`src/rtl/pwm_fade_ctrl_pkg.sv`:
```
// Shared constants for the PWM fade controller: FSM encoding and queue depth.
package pwm_fade_ctrl_pkg;

    localparam int FIFO_DEPTH_DEFAULT = 4;

    typedef enum logic [1:0] {
        S_IDLE = 2'd0,
        S_LOAD = 2'd1,
        S_RAMP = 2'd2,
        S_DONE = 2'd3
    } fade_state_t;

endpackage

```
`src/rtl/pwm_fade_ctrl_pwm.sv`:
```
// Single-channel PWM comparator: output is high while compare > shared counter.
module pwm_fade_ctrl_pwm #(
    parameter int CTR_LEN = 8
) (
    input  logic               clk,
    input  logic               rst,
    input  logic [CTR_LEN-1:0] i_count,
    input  logic [CTR_LEN-1:0] i_compare,
    output logic               o_pwm
);

    logic r_pwm;

    // Registered compare; a compare value of 0 can never exceed the counter.
    always_ff @(posedge clk) begin
        if (rst) r_pwm <= 1'b0;
        else     r_pwm <= (i_compare > i_count);
    end

    assign o_pwm = r_pwm;

endmodule

```
`src/rtl/pwm_fade_ctrl.sv`:
```
// Queued brightness fade controller driving one PWM output per channel.
module pwm_fade_ctrl
    import pwm_fade_ctrl_pkg::*;
#(
    parameter int CHANNELS   = 8,
    parameter int CTR_LEN    = 8,
    parameter int DIV_LEN    = 16,
    parameter int FIFO_DEPTH = FIFO_DEPTH_DEFAULT
) (
    input  logic                          clk,
    input  logic                          rst,
    input  logic                          cmd_valid,
    output logic                          cmd_ready,
    input  logic [$clog2(CHANNELS)-1:0]   cmd_channel,
    input  logic [CTR_LEN-1:0]            cmd_target,
    input  logic [DIV_LEN-1:0]            cmd_div,
    input  logic                          abort,
    output logic                          busy,
    output logic                          done,
    output logic [$clog2(CHANNELS)-1:0]   done_channel,
    output logic [CHANNELS*CTR_LEN-1:0]   levels,
    output logic [CHANNELS-1:0]           pwm_out
);

    localparam int CH_W = $clog2(CHANNELS);
    localparam int AW   = $clog2(FIFO_DEPTH);
    localparam logic [CTR_LEN-1:0] ONE = 1;

    // Command queue storage; pointers carry one extra bit to tell full from empty.
    logic [CH_W-1:0]    r_fifo_ch  [FIFO_DEPTH];
    logic [CTR_LEN-1:0] r_fifo_tgt [FIFO_DEPTH];
    logic [DIV_LEN-1:0] r_fifo_div [FIFO_DEPTH];
    logic [AW:0]        r_wr_ptr, r_rd_ptr;

    fade_state_t        r_state;
    logic [CH_W-1:0]    r_act_ch;
    logic [CTR_LEN-1:0] r_act_tgt;
    logic [DIV_LEN-1:0] r_act_div;
    logic [DIV_LEN-1:0] r_pre;
    logic               r_done;
    logic [CH_W-1:0]    r_done_ch;
    logic [CTR_LEN-1:0] r_levels [CHANNELS];
    logic [CTR_LEN-1:0] r_pwm_cnt;

    logic               w_empty, w_full, w_push, w_pop;
    logic [CTR_LEN-1:0] w_cur_level, w_next_level;

    assign w_empty = (r_wr_ptr == r_rd_ptr);
    assign w_full  = (r_wr_ptr[AW] != r_rd_ptr[AW]) &&
                     (r_wr_ptr[AW-1:0] == r_rd_ptr[AW-1:0]);
    // Readiness comes from registered pointers only, so a same-cycle pop
    // never opens a slot in a full queue. Abort discards any offered command.
    assign w_push  = cmd_valid && !w_full && !abort;
    assign w_pop   = (r_state == S_IDLE) && !w_empty && !abort;

    assign w_cur_level  = r_levels[r_act_ch];
    assign w_next_level = (w_cur_level < r_act_tgt) ? (w_cur_level + ONE)
                                                    : (w_cur_level - ONE);

    // Queue pointer bookkeeping; abort and reset both flush.
    always_ff @(posedge clk) begin
        if (rst || abort) begin
            r_wr_ptr <= '0;
            r_rd_ptr <= '0;
        end else begin
            if (w_push) r_wr_ptr <= r_wr_ptr + 1'b1;
            if (w_pop)  r_rd_ptr <= r_rd_ptr + 1'b1;
        end
    end

    // Queue payload write; contents are meaningless until the pointer advances.
    always_ff @(posedge clk) begin
        if (w_push) begin
            r_fifo_ch[r_wr_ptr[AW-1:0]]  <= cmd_channel;
            r_fifo_tgt[r_wr_ptr[AW-1:0]] <= cmd_target;
            r_fifo_div[r_wr_ptr[AW-1:0]] <= cmd_div;
        end
    end

    // Fade sequencer: pop, load, step the active level at the prescaled rate, report.
    always_ff @(posedge clk) begin
        if (rst) begin
            r_state   <= S_IDLE;
            r_act_ch  <= '0;
            r_act_tgt <= '0;
            r_act_div <= '0;
            r_pre     <= '0;
            r_done    <= 1'b0;
            r_done_ch <= '0;
            for (int i = 0; i < CHANNELS; i++) r_levels[i] <= '0;
        end else if (abort) begin
            r_state <= S_IDLE;
            r_pre   <= '0;
            r_done  <= 1'b0;
        end else begin
            r_done <= 1'b0;
            case (r_state)
                S_IDLE: begin
                    if (!w_empty) begin
                        r_act_ch  <= r_fifo_ch[r_rd_ptr[AW-1:0]];
                        r_act_tgt <= r_fifo_tgt[r_rd_ptr[AW-1:0]];
                        r_act_div <= r_fifo_div[r_rd_ptr[AW-1:0]];
                        r_state   <= S_LOAD;
                    end
                end
                S_LOAD: begin
                    r_pre <= '0;
                    if (w_cur_level == r_act_tgt) begin
                        r_state   <= S_DONE;
                        r_done    <= 1'b1;
                        r_done_ch <= r_act_ch;
                    end else begin
                        r_state <= S_RAMP;
                    end
                end
                S_RAMP: begin
                    if (r_pre == r_act_div) begin
                        r_pre              <= '0;
                        r_levels[r_act_ch] <= w_next_level;
                        // Leave on the same edge that lands on target, so an
                        // N-step fade spends exactly N prescaled periods in RAMP.
                        if (w_next_level == r_act_tgt) begin
                            r_state   <= S_DONE;
                            r_done    <= 1'b1;
                            r_done_ch <= r_act_ch;
                        end
                    end else begin
                        r_pre <= r_pre + 1'b1;
                    end
                end
                S_DONE: r_state <= S_IDLE;
                default: r_state <= S_IDLE;
            endcase
        end
    end

    // Free-running counter shared by every channel's comparator.
    always_ff @(posedge clk) begin
        if (rst) r_pwm_cnt <= '0;
        else     r_pwm_cnt <= r_pwm_cnt + ONE;
    end

    for (genvar g = 0; g < CHANNELS; g++) begin : g_ch
        assign levels[g*CTR_LEN +: CTR_LEN] = r_levels[g];

        pwm_fade_ctrl_pwm #(.CTR_LEN(CTR_LEN)) u_pwm (
            .clk       (clk),
            .rst       (rst),
            .i_count   (r_pwm_cnt),
            .i_compare (r_levels[g]),
            .o_pwm     (pwm_out[g])
        );
    end

    assign cmd_ready    = !w_full;
    assign busy         = (r_state != S_IDLE) || !w_empty;
    assign done         = r_done;
    assign done_channel = r_done_ch;

endmodule

```
`config.mk`:
```
export PLATFORM = sky130hd
export DESIGN_NAME = pwm_fade_ctrl
export DESIGN_NICKNAME = d
export VERILOG_FILES = /design/src/rtl/pwm_fade_ctrl_pkg.sv /design/src/rtl/pwm_fade_ctrl_pwm.sv /design/src/rtl/pwm_fade_ctrl.sv
export SDC_FILE = /design/constraint.sdc
export NUM_CORES = 1
export LEC_CHECK = 0
export BUFFER_PORTS_ARGS = -buffer_cell sky130_fd_sc_hd__clkbuf_2
export CAP_MARGIN = 20
export CORE_MARGIN = 5
export CORE_UTILIZATION = 45
export DETAILED_ROUTE_END_ITERATION = 7
export SLEW_MARGIN = 20
export SYNTH_ARGS = -nofsm -noshare
export SYNTH_HDL_FRONTEND = slang
export SYNTH_SLANG_ARGS = --single-unit
```
`constraint.sdc`:
```
create_clock -name clk -period 11 [get_ports clk]
set_input_delay 2.75 -clock clk [delete_from_list [all_inputs] [get_ports clk]]
set_output_delay 2.75 -clock clk [all_outputs]
set_load 0.1 [all_outputs]
```
# Yosys cells after proc, flatten, opt, wreduce, memory -nomap -nowiden
# Memory sizes are Yosys's and may differ from the RTL's. A register that Yosys moved wholly into a read port is not among the register bits.
# Cells that the tools add are included.
# totals
register_bits	44
ramBits	172
input_bits	31
output_inout_bits	78
elab_cells	95
n_memories	4
# mem_list
name	depth	word_bits	read_ports	rd_ports_with_merged_regs	wr	line_no	rtl
r_fifo_div	4	16	1	1	1	pwm_fade_ctrl.sv:32	logic [DIV_LEN-1:0] r_fifo_div [FIFO_DEPTH];
r_levels	8	8	9	0	8	pwm_fade_ctrl.sv:42	logic [CTR_LEN-1:0] r_levels [CHANNELS];
r_fifo_tgt	4	8	1	1	1	pwm_fade_ctrl.sv:31	logic [CTR_LEN-1:0] r_fifo_tgt [FIFO_DEPTH];
r_fifo_ch	4	3	1	1	1	pwm_fade_ctrl.sv:30	logic [CH_W-1:0] r_fifo_ch [FIFO_DEPTH];
# classes
add_sub_neg	6
magnitude_cmp	9
n_eq_ne	13
n_mux	28
bitwise_logic	2
reduce_logical	18
# ops
op	n
$gt A8 B8 Y1	8
$pmux W16 S2	1
$add A16 B1 Y16 const B	1
$add A8 B1 Y8 const B	2
$eq A16 B16 Y1	1
$eq A8 B8 Y1	2
$mux W16	1
$mux W8	2
$mux W1	14
$mux W3	4
$lt A8 B8 Y1	1
$ne A2 B2 Y1 const B	4
$pmux W2 S4	1
$reduce_or A8 Y1	1
$sub A8 B1 Y8 const B	1
$add A3 B1 Y3 const B	2
$mux W2	3
$pmux W3 S2	1
$reduce_and A3 Y1	2
$logic_and A1 B1 Y1	5
$reduce_and A5 Y1	1
$eq A2 B2 Y1 const B	2
$reduce_bool A2 Y1	2
$eq A3 B3 Y1	1
9 further kinds	13

# Logic depth before layout (Yosys ltp)
# Gate-level depths: netlist (run 1).
# logic_depth
word_depth	8
depth_mapped	21
mapped_depth_nobuf	19

# Cells and area by module
# Synthesis (run 1) repeated with hierarchy kept, for this count alone.
# unflattened
cells_unflattened	1003
hier_area_um2	11964.0
# by_module_without_submodules
mod	instances	cells_per_inst	area_per_inst_um2
pwm_fade_ctrl	1	763	10132.2
pwm_fade_ctrl_pwm	8	30	229.0

# Worst setup path after synthesis (run 1)
# No wires, ideal clock.
# synth_path
path_type	flip-flop to flip-flop
start	memory r_levels[5][1]
end	register r_done_ch[0], in the netlist done_channel[0]
setup_time_ns	0.072
t_arrival_ns	4.981
slack_ns	5.947
stages_incl_launch_ff	20
n_path_buf	0
cell_sequence	edfxtp_1 mux4_2 nand2_1 and2_1 inv_1 ha_1 nor2b_1 o211ai_1 a21oi_1 a211oi_2 inv_1 ha_1 nor2_1 a21oi_1 xnor2_2 xnor2_1 or3_2 a2111oi_2 a31o_2 mux2i_1
# synth_rtl
item	line_no	rtl
from (decl)	pwm_fade_ctrl.sv:42	
to (signal assigned)	pwm_fade_ctrl.sv:111	r_done_ch <= r_act_ch;
to (signal assigned)	pwm_fade_ctrl.sv:125	r_done_ch <= r_act_ch;
to (decl)	pwm_fade_ctrl.sv:41	logic [CH_W-1:0] r_done_ch;

# Final worst setup path (run 1)
# layout_path
start	register r_act_ch[1] (read register of r_fifo_ch)
end	register r_done_ch[1], in the netlist done_channel[1]
# layout_between
elab_chain_len	6
word_cells_on_any_way	14
# layout_lines
item	line_no	rtl
from (decl)	pwm_fade_ctrl.sv:36	logic [CH_W-1:0] r_act_ch;
$mem_v2 Z8 W8	--	
$sub A8 B1 Y8 (tied with other cells)	pwm_fade_ctrl.sv:58	: (w_cur_level - ONE);
$mux W8	pwm_fade_ctrl.sv:57	assign w_next_level = (w_cur_level < r_act_tgt) ? (w_cur_level + ONE)
$eq A8 B8 Y1	pwm_fade_ctrl.sv:122	if (w_next_level == r_act_tgt) begin
$ne A2 B2 Y1 (no source line)	--	
$reduce_and A5 Y1 (no source line)	--	
# Several ways; a longest one is shown, not always the timed one. The select of a mux whose other input is x is not followed.
# A chain may end at the register's enable or synchronous reset.

==> results of run 1 <==
==> registers in the layout (all words and copies together), names as in the netlist, 2 cells and up <==
name              flops
done_channel          3
g_ch.u_pwm.o_pwm      8
r_act_ch              3
r_act_div            16
r_act_tgt             8
r_fifo_ch            12
r_fifo_div           64
r_fifo_tgt           32
r_levels             64
r_pre                16
r_pwm_cnt             8
r_rd_ptr              3
r_state               2
r_wr_ptr              3
==> power by group through the flow <==
stage	sequential [mW]	combinational, mW	clock, mW
2_1_floorplan	1.10	0.291	0
3_3_place_gp	1.05	0.474	0
3_5_place_dp	1.05	0.476	0
4_1_cts	1.03	0.477	0.847
5_1_grt	1.03	0.515	0.888
6_report	1.03	0.481	0.827
==> layer usage <==
layer | vias to the layer above | global-route usage [%]
met2 | 218 | 29.3
li1 | 3725 | -
met1 | 3787 | 27.9
met4 | 0 | 4.82
met3 | 43 | 2.88
met5 | - | 0
==> logic make-up (layout without fill, tap and decap cells) <==
family | after synthesis | after routing | synth area share [%]
muxes | 51 | 51 | 7.90
buffers and inverters | 73 | 197 | 3.04
DFF | 243 | 243 | 55.5
adders and majority gates | 90 | 90 | 9.55
AOI/OAI and AO/OA | 116 | 116 | 6.41
xor gates and xnor gates | 57 | 57 | 4.61
and+or+nand+nor | 336 | 336 | 13.0
==> how the worst min path moves through the flow <==
stage | end | slack, ns | cells after the start
finish | r_act_ch[0]$_SDFFE_PP0P_ | 0.46 | 2
CTS | r_act_ch[0]$_SDFFE_PP0P_ | 0.47 | 2
global placement | r_act_ch[0]$_SDFFE_PP0P_ | 0.45 | 2
floorplan | r_act_tgt[5]$_SDFFE_PP0P_ | 0.44 | 2
detailed placement | r_act_ch[0]$_SDFFE_PP0P_ | 0.46 | 2
global route | r_act_ch[0]$_SDFFE_PP0P_ | 0.48 | 2
==> layout make-up <==
cell class | count | area [um^2] | share of cell area, %
clock buffer | 34 | 681 | 5.05
clock inverter | 14 | 129 | 0.956
inverter | 33 | 124 | 0.919
multi-input combinational | 650 | 4930 | 36.6
sequential | 243 | 6590 | 48.9
tap | 335 | 419 | 3.11
timing repair buffer | 116 | 608 | 4.51
==> layout by cell type (no fill, tap or decap), types with 3 or more instances in the layout <==
cell,count
edfxtp_1,172
inv_1,33
a21oi_1,51
mux4_2,34
nand3_1,15
mux2i_1,15
a211oi_1,9
and3_1,7
a31oi_1,3
nor3_1,15
clkbuf_1,8
clkinv_1,6
a21o_1,19
nand4_1,29
nor2b_1,11
nand2b_1,21
nand2_1,89
xnor2_1,34
buf_4,7
and2_2,3
xor2_1,19
clkbuf_16,26
or2b_2,4
nor2_1,129
clkbuf_2,108
o21ai_0,16
ha_1,89
dfxtp_1,70
==> tightest hold or removal path: stages, from the launching register on <==
cell and delay [ns]:
dfxtp_1 0.31, nand2_1 0.05, a21oi_1 0.05
==> results.json, run 1 <==
{
  "drt_pass1_iterations": 5,
  "vias": 7773,
  "power_per_cell_area_nw_per_um2": 173,
  "setup_violations": 0,
  "clockPowerShare_pct": 35.4,
  "buffer_levels_on_the_longest_clock_path": 3,
  "worst_setup_path_endpoint": "done_channel[1]$_SDFFE_PP0P_",
  "maxCapViolCount": 0,
  "met2RoutedLength_mm": 12.6,
  "initialDrtViolationCount": 442,
  "synthMostInstantiatedCell": "edfxtp_1",
  "dpl_cell_area_um2": 12700,
  "max-slew-margin-rel_pct": 31.6,
  "routed_wire_length_per_instance_um": 19.8,
  "timing.critical_path.max_delay_family": "compound AO/OA/AOI/OAI gates",
  "largest_fanout_of_any_net_on_the_critical_path": 24,
  "grt_usage_pct": 18.8,
  "p_switching_mw": 0.706,
  "p_leak_nw": 5.01,
  "synth.net_count": 1087,
  "hold_path.startpoint": "r_act_ch[0]$_SDFFE_PP0P_",
  "route.final.wire_length_mm": 28.2,
  "internal_power_mw": 1.63,
  "synth_top_cell_area_share_pct": 43.5,
  "globalRoute.totalOverflow": 0,
  "grt_antenna_before_repair": 0,
  "dieWidth_um": 172,
  "numCtsBuffers": 26,
  "cts-root-buf": "clkbuf_16",
  "start_util_pct": 45.7,
  "met3_length_mm": 1.76,
  "clk_transition_reported_paths_ns": 0.06,
  "clk-insertion-delay-late_ns": 0.53,
  "synth-warning-count": 0,
  "num_antenna_cells": 0,
  "yosys_top_cell_by_area": "edfxtp_1",
  "reg2reg_slack_ns": 5.27,
  "detailedPlace.worstSlack_ns": 5.39,
  "seq_area_frac_synth_pct": 55.5,
  "synth_enable_flop_cells": 172,
  "timing_worst_setup_path_type": "register to register",
  "netlist_top_cells_count": "edfxtp_1, nor2_1, ha_1, nand2_1, dfxtp_1",
  "routabilityCongestion": 0.884,
  "rsz0062_at_grt": "false",
  "place_inst": 1376,
  "remaining_drc_errors": 0,
  "irDropWorstVdd_uv": 137,
  "place.detailed.hpwl_mm": 20.1,
  "reg2reg_to": "done_channel[1]$_SDFFE_PP0P_",
  "nFillCells": 2282,
  "cp_cell_sequence": "inv_1, nor3b_1, a31oi_1, o221ai_1, ha_1, nand4_1, a21oi_1, a211oi_2, inv_1, ha_1, nor2_1, a21oi_1, xnor2_2, xnor2_1, or3_2, a2111oi_2, a31o_2, mux2i_1",
  "min_period_over_period_pct": 52.1,
  "timing.fmax_ghz": 0.174,
  "post_synth_main_area_contributors": "edfxtp_1, dfxtp_1, ha_1",
  "pwr-share-seq_pct": 44.0,
  "proportion_of_total_power_due_to_net_switching_pct": 30.2,
  "layout.nets": 1191,
  "cts_tree": "yes",
  "timing.critical_path.buf_inv": 2,
  "syn_area_um2": 11900,
  "slew_at_the_pin_closest_to_its_max_slew_limit_ns": 1.02,
  "number_of_hold_slack_violations_in_the_final_timing_report": 0,
  "ctsHoldBuffers": 0,
  "worstReg2RegStart": "r_act_ch[1]$_SDFFE_PP0P_",
  "utilization_pct": 51.9,
  "std_cell_rows": 59,
  "ioPinCount": 109,
  "path_depth": 18,
  "first_element_of_the_critical_path": "r_act_ch[1]$_SDFFE_PP0P_",
  "postSynthRegisterBits": 243,
  "setup_ws_ns": 5.27,
  "layout-drive-gt1-share_pct": 19.4,
  "io_buffers": 108,
  "cts_setup_buffers": 0,
  "area_delta_synth_final_pct": 13.5,
  "postSynthCellCount": 966,
  "worst-endpoint-required_ns": 11.46,
  "drv_slew": 0,
  "floorplan.die.height_um": 172,
  "timing.clock.skew_ns": 0.0196,
  "rr_worst_depth": 18,
  "post_layout_min_period_ns": 5.73,
  "cts_sinks": 243,
  "grt_pass1_wl_mm": 43.3,
  "floorplan.die_area_um2": 29700,
  "htree_num_levels": 1,
  "synth_top_flop_cell": "edfxtp_1",
  "worstSetupEndpointType": "register",
  "cp_slowest_cell": "dfxtp_1",
  "finalHoldWorstSlack_ns": 0.461,
  "wl_met1_mm": 13.3,
  "outcome": "complete, no violations",
  "synth-async-reset-ratio_pct": 0,
  "final_power_mw": 2.34,
  "power_frac_comb_pct": 20.6,
  "grt_max_degree": 60,
  "worstSetupStartpointType": "register",
  "hold_class": "register to register",
  "cp.arrival_ns": 6.19,
  "max_stage_delay_ns": 0.99,
  "setup_total_negative_slack_ns": 0,
  "highest_layer": "met4",
  "floorplan.core_area_um2": 26000,
  "syn-mean-instance-area_um2": 12.3,
  "fin_area_um2": 13500,
  "synth_cell_type_count": 60,
  "detail_route.vias_per_cell": 5.45,
  "layout.cells.non_filler": 1425,
  "number_of_global_route_vias_before_repair": 7436,
  "final_antenna_net_count": 0,
  "cts_repair_resize_count": 0
}
Note: power is estimated with default switching activity, not from simulation.
==> inputs of run 2 (changes only) <==
- clock period: 11 -> 5.3 ns (I/O delays scaled with it)
==> run 2 against run 1 <==
  * Setup slack got worse by 4.9 ns
  * Design area increased by 0.35%
  * Critical path depth stayed put
  * Routed wire length is 1.8% higher
  * Utilization rose by 0.18 points
  * Via count shrank 1.2%
  * Clock skew fell by 0.0097 ns
  * Hold slack lost 0.0038 ns
  * Count of clock-buffer cells in the layout stayed put
  * Largest cell class unchanged
==> results.json, run 2 (synthesis results as in run 1) <==
{
  "outcome": "complete, no violations",
  "cts_tree": "yes",
  "reg2reg_slack_ns": 0.32,
  "remaining_drc_errors": 0,
  "slew_at_the_pin_closest_to_its_max_slew_limit_ns": 1.09,
  "globalRoute.totalOverflow": 0,
  "routabilityCongestion": 0.907,
  "final_power_mw": 4.88,
  "layout-drive-gt1-share_pct": 20.4,
  "area_delta_synth_final_pct": 13.9,
  "maxCapViolCount": 0,
  "final_antenna_net_count": 0,
  "grt_max_degree": 59,
  "rr_worst_depth": 18,
  "setup_total_negative_slack_ns": 0,
  "irDropWorstVdd_uv": 304,
  "largest_fanout_of_any_net_on_the_critical_path": 14,
  "floorplan.core_area_um2": 26000,
  "drv_slew": 0,
  "cp_slowest_cell": "or3_2",
  "floorplan.die.height_um": 172,
  "worstSetupStartpointType": "register",
  "cp_cell_sequence": "buf_4, nor2_1, a21oi_1, o221ai_1, ha_1, a21oi_1, nand2_1, a211oi_2, inv_1, ha_1, nor2_1, a21oi_2, a21o_1, nor3_1, or3_2, a2111oi_2, a31o_2, mux2i_1",
  "num_antenna_cells": 0,
  "number_of_hold_slack_violations_in_the_final_timing_report": 0,
  "min_delay_path_depth": 2,
  "timing.fmax_ghz": 0.201,
  "timing.critical_path.max_delay_family": "compound AO/OA/AOI/OAI gates",
  "layout.cells.most_common_list": "edfxtp_1, nor2_1, clkbuf_2",
  "max_stage_delay_ns": 0.52,
  "hold_end": "r_act_tgt[5]$_SDFFE_PP0P_",
  "route.final.wire_length_mm": 28.7,
  "number_of_global_route_vias_before_repair": 7502,
  "drt_pass1_iterations": 5,
  "cts-root-buf": "clkbuf_16",
  "min_period_over_period_pct": 94.0,
  "initialDrtViolationCount": 580,
  "numCtsBuffers": 26,
  "nFillCells": 2301,
  "grt_pass1_wl_mm": 44.0,
  "timing.clock.skew_ns": 0.00987,
  "routed_wire_length_per_instance_um": 20.1,
  "layout.nets": 1195,
  "buffer_levels_on_the_longest_clock_path": 3,
  "clk_transition_reported_paths_ns": 0.06,
  "max-slew-margin-rel_pct": 27.1,
  "utilization_pct": 52.1,
  "hold_class": "register to register",
  "timing_worst_setup_path_type": "register to register",
  "post_layout_min_period_ns": 4.98,
  "vias": 7678,
  "grt_antenna_before_repair": 0,
  "htree_num_levels": 1,
  "io_buffers": 108,
  "setup_ws_ns": 0.319,
  "floorplan.die_area_um2": 29700,
  "reg2reg_to": "done_channel[2]$_SDFFE_PP0P_",
  "setup_violations": 0,
  "final_common_cell": "edfxtp_1",
  "place.detailed.hpwl_mm": 20.2,
  "start_util_pct": 45.7,
  "detailedPlace.worstSlack_ns": 0.131,
  "detail_route.vias_per_cell": 5.37,
  "std_cell_rows": 59,
  "cp.arrival_ns": 5.43,
  "timing.critical_path.buf_inv": 2,
  "p_leak_nw": 5.05,
  "worst-endpoint-required_ns": 5.75,
  "hold_path.startpoint": "r_act_tgt[5]$_SDFFE_PP0P_",
  "clk-insertion-delay-late_ns": 0.53,
  "worstReg2RegStart": "r_act_ch[2]$_SDFFE_PP0P_",
  "cts_sinks": 243,
  "ctsHoldBuffers": 0,
  "dieWidth_um": 172,
  "ioPinCount": 109,
  "worstSetupEndpointType": "register",
  "grt_usage_pct": 19.2,
  "power_per_cell_area_nw_per_um2": 361
}
[run 2: changes by cell type in the layout (fill, tap and decap cells not counted), sizes merged]
cell / previous run / this run
clkinv: 9 / 13
buf: 8 / 12
clkinvlp: 3 / 0
bufinv: 2 / 1
[run 2: per-stage QoR]
| step | hold slack, ns | area [um^2] | std cells |
|---|---|---|---|
| floorplan | 0.436 | 11900 | 966 |
| finish | 0.457 | 13500 | 1429 |
| CTS | 0.461 | 13500 | 1429 |
| global placement | 0.449 | 12700 | 1381 |
| detailed placement | 0.454 | 12700 | 1381 |
| global route | 0.491 | 13500 | 1429 |
[run 2: cell type report]
cell class | count | area [um^2] | share of cell area [%]
well taps | 335 | 419 | 3.10
repair buffers | 120 | 647 | 4.78
flip-flops and latches | 243 | 6590 | 48.7
clock buffers | 34 | 701 | 5.18
inverters | 33 | 124 | 0.916
clock inverters | 14 | 105 | 0.777
multi-input cells | 650 | 4940 | 36.5
[run 2: worst max-delay path by stage]
stage,from,to,slack [ns],depth (start not counted)
after floorplan,r_levels[5][1]$_SDFFCE_PN0P_,done_channel[0]$_SDFFE_PP0P_,0.25,19
after global placement,r_act_ch[0]$_SDFFE_PP0P_,done_channel[1]$_SDFFE_PP0P_,0.24,18
after detailed placement,r_act_ch[0]$_SDFFE_PP0P_,done_channel[2]$_SDFFE_PP0P_,0.13,18
after CTS,r_act_ch[0]$_SDFFE_PP0P_,done_channel[2]$_SDFFE_PP0P_,0.07,18
after global routing,r_act_ch[0]$_SDFFE_PP0P_,done_channel[2]$_SDFFE_PP0P_,-0.008,19
final,r_act_ch[2]$_SDFFE_PP0P_,done_channel[2]$_SDFFE_PP0P_,0.32,18
[run 2: worst reg2reg max path, cell delays in order, from the launching register on]
cell	delay [ns]
dfxtp_2	0.50
buf_4	0.27
nor2_1	0.11
a21oi_1	0.27
o221ai_1	0.26
ha_1	0.37
a21oi_1	0.16
nand2_1	0.08
a211oi_2	0.35
inv_1	0.22
ha_1	0.49
nor2_1	0.10
a21oi_2	0.23
a21o_1	0.18
nor3_1	0.05
or3_2	0.52
a2111oi_2	0.29
a31o_2	0.26
mux2i_1	0.19
[run 2: power by group]
part | total, mW | internal [mW] | switching [mW]
clock network | 1.71 | 0.981 | 0.728
logic | 1.04 | 0.320 | 0.720
registers | 2.13 | 2.08 | 0.0463
[run 2: metal layers]
metal / GRT usage (%) / part of all wire [%] / vias up
li1: - / - / 3721
met1: 28.3 / 46 / 3691
met2: 30.1 / 45 / 226
met3: 3.29 / 6.9 / 40
met4: 4.51 / 1.9 / 0
met5: 0 / 0 / -
[run 2: what timing repair did]
item	CTS	global route
setup buffers	0	0
gates resized for setup	0	4
setup endpoints to repair	0	8
==> inputs of run 3 (changes only) <==
- CTS_BUF_LIST: unset -> sky130_fd_sc_hd__clkbuf_4 sky130_fd_sc_hd__clkbuf_8
==> run 3 against run 2 <==
  * Design area is 0.24% higher
  * Clock skew increased by 0.018 ns
  * Flip-flop and latch count did not move
  * Combinational power barely moved
  * Register-to-register slack lost 0.02 ns
  * Sequential power about the same
  * Critical path type unchanged
  * Critical endpoint unchanged
  * Highest routed layer unchanged
==> results.json, run 3 (synthesis results as in run 1) <==
{
  "vias": 7825,
  "routabilityCongestion": 0.907,
  "clk-insertion-delay-late_ns": 0.56,
  "detail_route.vias_per_cell": 5.36,
  "setup_violations": 0,
  "grt_pass1_wl_mm": 44.2,
  "buffer_levels_on_the_longest_clock_path": 3,
  "largest_fanout_of_any_net_on_the_critical_path": 24,
  "worst-endpoint-required_ns": 5.77,
  "final_common_cell": "edfxtp_1",
  "layout-drive-gt1-share_pct": 22.5,
  "floorplan.die.height_um": 172,
  "irDropWorstVdd_uv": 248,
  "grt_max_degree": 59,
  "place.detailed.hpwl_mm": 20.2,
  "number_of_hold_slack_violations_in_the_final_timing_report": 0,
  "cts-root-buf": "clkbuf_8",
  "layout.nets": 1212,
  "power_per_cell_area_nw_per_um2": 357,
  "max-slew-margin-rel_pct": 26.4,
  "area_delta_synth_final_pct": 14.2,
  "numCtsBuffers": 43,
  "dieWidth_um": 172,
  "hold_class": "register to register",
  "globalRoute.totalOverflow": 0,
  "num_antenna_cells": 0,
  "remaining_drc_errors": 0,
  "timing.clock.skew_ns": 0.0279,
  "floorplan.core_area_um2": 26000,
  "std_cell_rows": 59,
  "outcome": "complete, no violations",
  "setup_total_negative_slack_ns": 0,
  "timing.fmax_ghz": 0.200,
  "cp.arrival_ns": 5.46,
  "grt_usage_pct": 19.4,
  "cts_sinks": 243,
  "post_layout_min_period_ns": 5.00,
  "htree_num_levels": 2,
  "timing_worst_setup_path_type": "register to register",
  "drv_slew": 0,
  "drt_pass1_iterations": 5,
  "ioPinCount": 109,
  "cts_setup_buffers": 0,
  "p_leak_nw": 5.09,
  "layout.cells.non_filler": 1461,
  "start_util_pct": 45.7,
  "place_inst": 1381,
  "worstSetupStartpointType": "register",
  "number_of_global_route_vias_before_repair": 7682,
  "rsz0062_at_grt": "false",
  "floorplan.die_area_um2": 29700,
  "layout.cells.most_common_list": "edfxtp_1, nor2_1, clkbuf_2",
  "grt_antenna_before_repair": 0,
  "route.final.wire_length_mm": 28.8,
  "initialDrtViolationCount": 532,
  "final_antenna_net_count": 0,
  "routed_wire_length_per_instance_um": 19.7,
  "io_buffers": 108,
  "min_period_over_period_pct": 94.3,
  "maxCapViolCount": 0,
  "ctsHoldBuffers": 0,
  "clk_transition_reported_paths_ns": 0.05,
  "worstSetupEndpointType": "register",
  "slew_at_the_pin_closest_to_its_max_slew_limit_ns": 1.10,
  "cts_tree": "yes"
}
-- run 3: changes by cell type in the layout (fill, tap and decap cells not counted), moves of 3 or more --
cell	change
clkinv_2	-3
clkbuf_8	+42
clkinv_1	+8
clkbuf_16	-26
clkbuf_1	-6
clkbuf_4	+17
-- run 3: per-stage QoR --
stage | power, mW | util, % | cell area, um^2 | setup slack, ns | hold slack, ns
after CTS | 4.87 | 52.1 | 13500 | 0.111 | 0.461
after detailed placement | 3.20 | 48.9 | 12700 | 0.131 | 0.454
after global placement | 3.19 | 48.9 | 12700 | 0.237 | 0.449
final | 4.84 | 52.2 | 13600 | 0.302 | 0.458
after global routing | 5.05 | 52.2 | 13600 | 0.0101 | 0.491
after floorplan | 2.88 | - | 11900 | 0.247 | 0.436
-- run 3: layer usage --
metal  share of wire [%]  vias to the layer above  global-route usage, %
met2                  45                      256                   30.2
met5                   0                        -                      0
li1                    -                     3776                      -
met1                  46                     3742                   28.1
met3                 6.6                       51                   3.38
met4                 2.2                        0                   5.60
-- run 3: cell type report --
class,count,area (um^2)
timing repair buffer,120,643
fill,2316,12400
tap,335,419
clock inverter,19,109
sequential,243,6590
multi-input combinational,650,4940
inverter,33,124
clock buffer,61,733
-- run 3: worst max-delay path: stages, from the launching register on --
cell and delay [ns]:
dfxtp_2 0.44, buf_4 0.31, mux4_2 0.56, nand2_1 0.10, nand2_1 0.09, ha_1 0.32, a21oi_1 0.17, a21oi_1 0.09
a211oi_2 0.33, inv_1 0.22, ha_1 0.47, nor2_1 0.10, a21oi_2 0.24, a21o_1 0.18, nor3_1 0.05, or3_2 0.52
a2111oi_2 0.28, a31o_2 0.26, mux2i_1 0.19
-- run 3: power breakdown --
| part | internal [mW] | switching, mW |
|---|---|---|
| Clock | 0.904 | 0.763 |
| Combinational | 0.319 | 0.717 |
| Sequential | 2.09 | 0.0465 |
-- run 3: worst paths after layout --
check / startpoint / end / slack (ns) / cells past startpoint
hold reg to reg: r_act_tgt[5]$_SDFFE_PP0P_ / r_act_tgt[5]$_SDFFE_PP0P_ / 0.46 / 2
hold / removal: r_act_tgt[5]$_SDFFE_PP0P_ / r_act_tgt[5]$_SDFFE_PP0P_ / 0.46 / 2
setup reg to reg: r_act_ch[0]$_SDFFE_PP0P_ / done_channel[2]$_SDFFE_PP0P_ / 0.30 / 18
setup / recovery: r_act_ch[0]$_SDFFE_PP0P_ / done_channel[2]$_SDFFE_PP0P_ / 0.30 / 18
-- run 3: repair_timing --
| item | in CTS | in global routing |
|---|---|---|
| gates resized for setup | 0 | 3 |
| hold endpoints to repair | 0 | 0 |
| endpoints found under the setup margin | 0 | 6 |
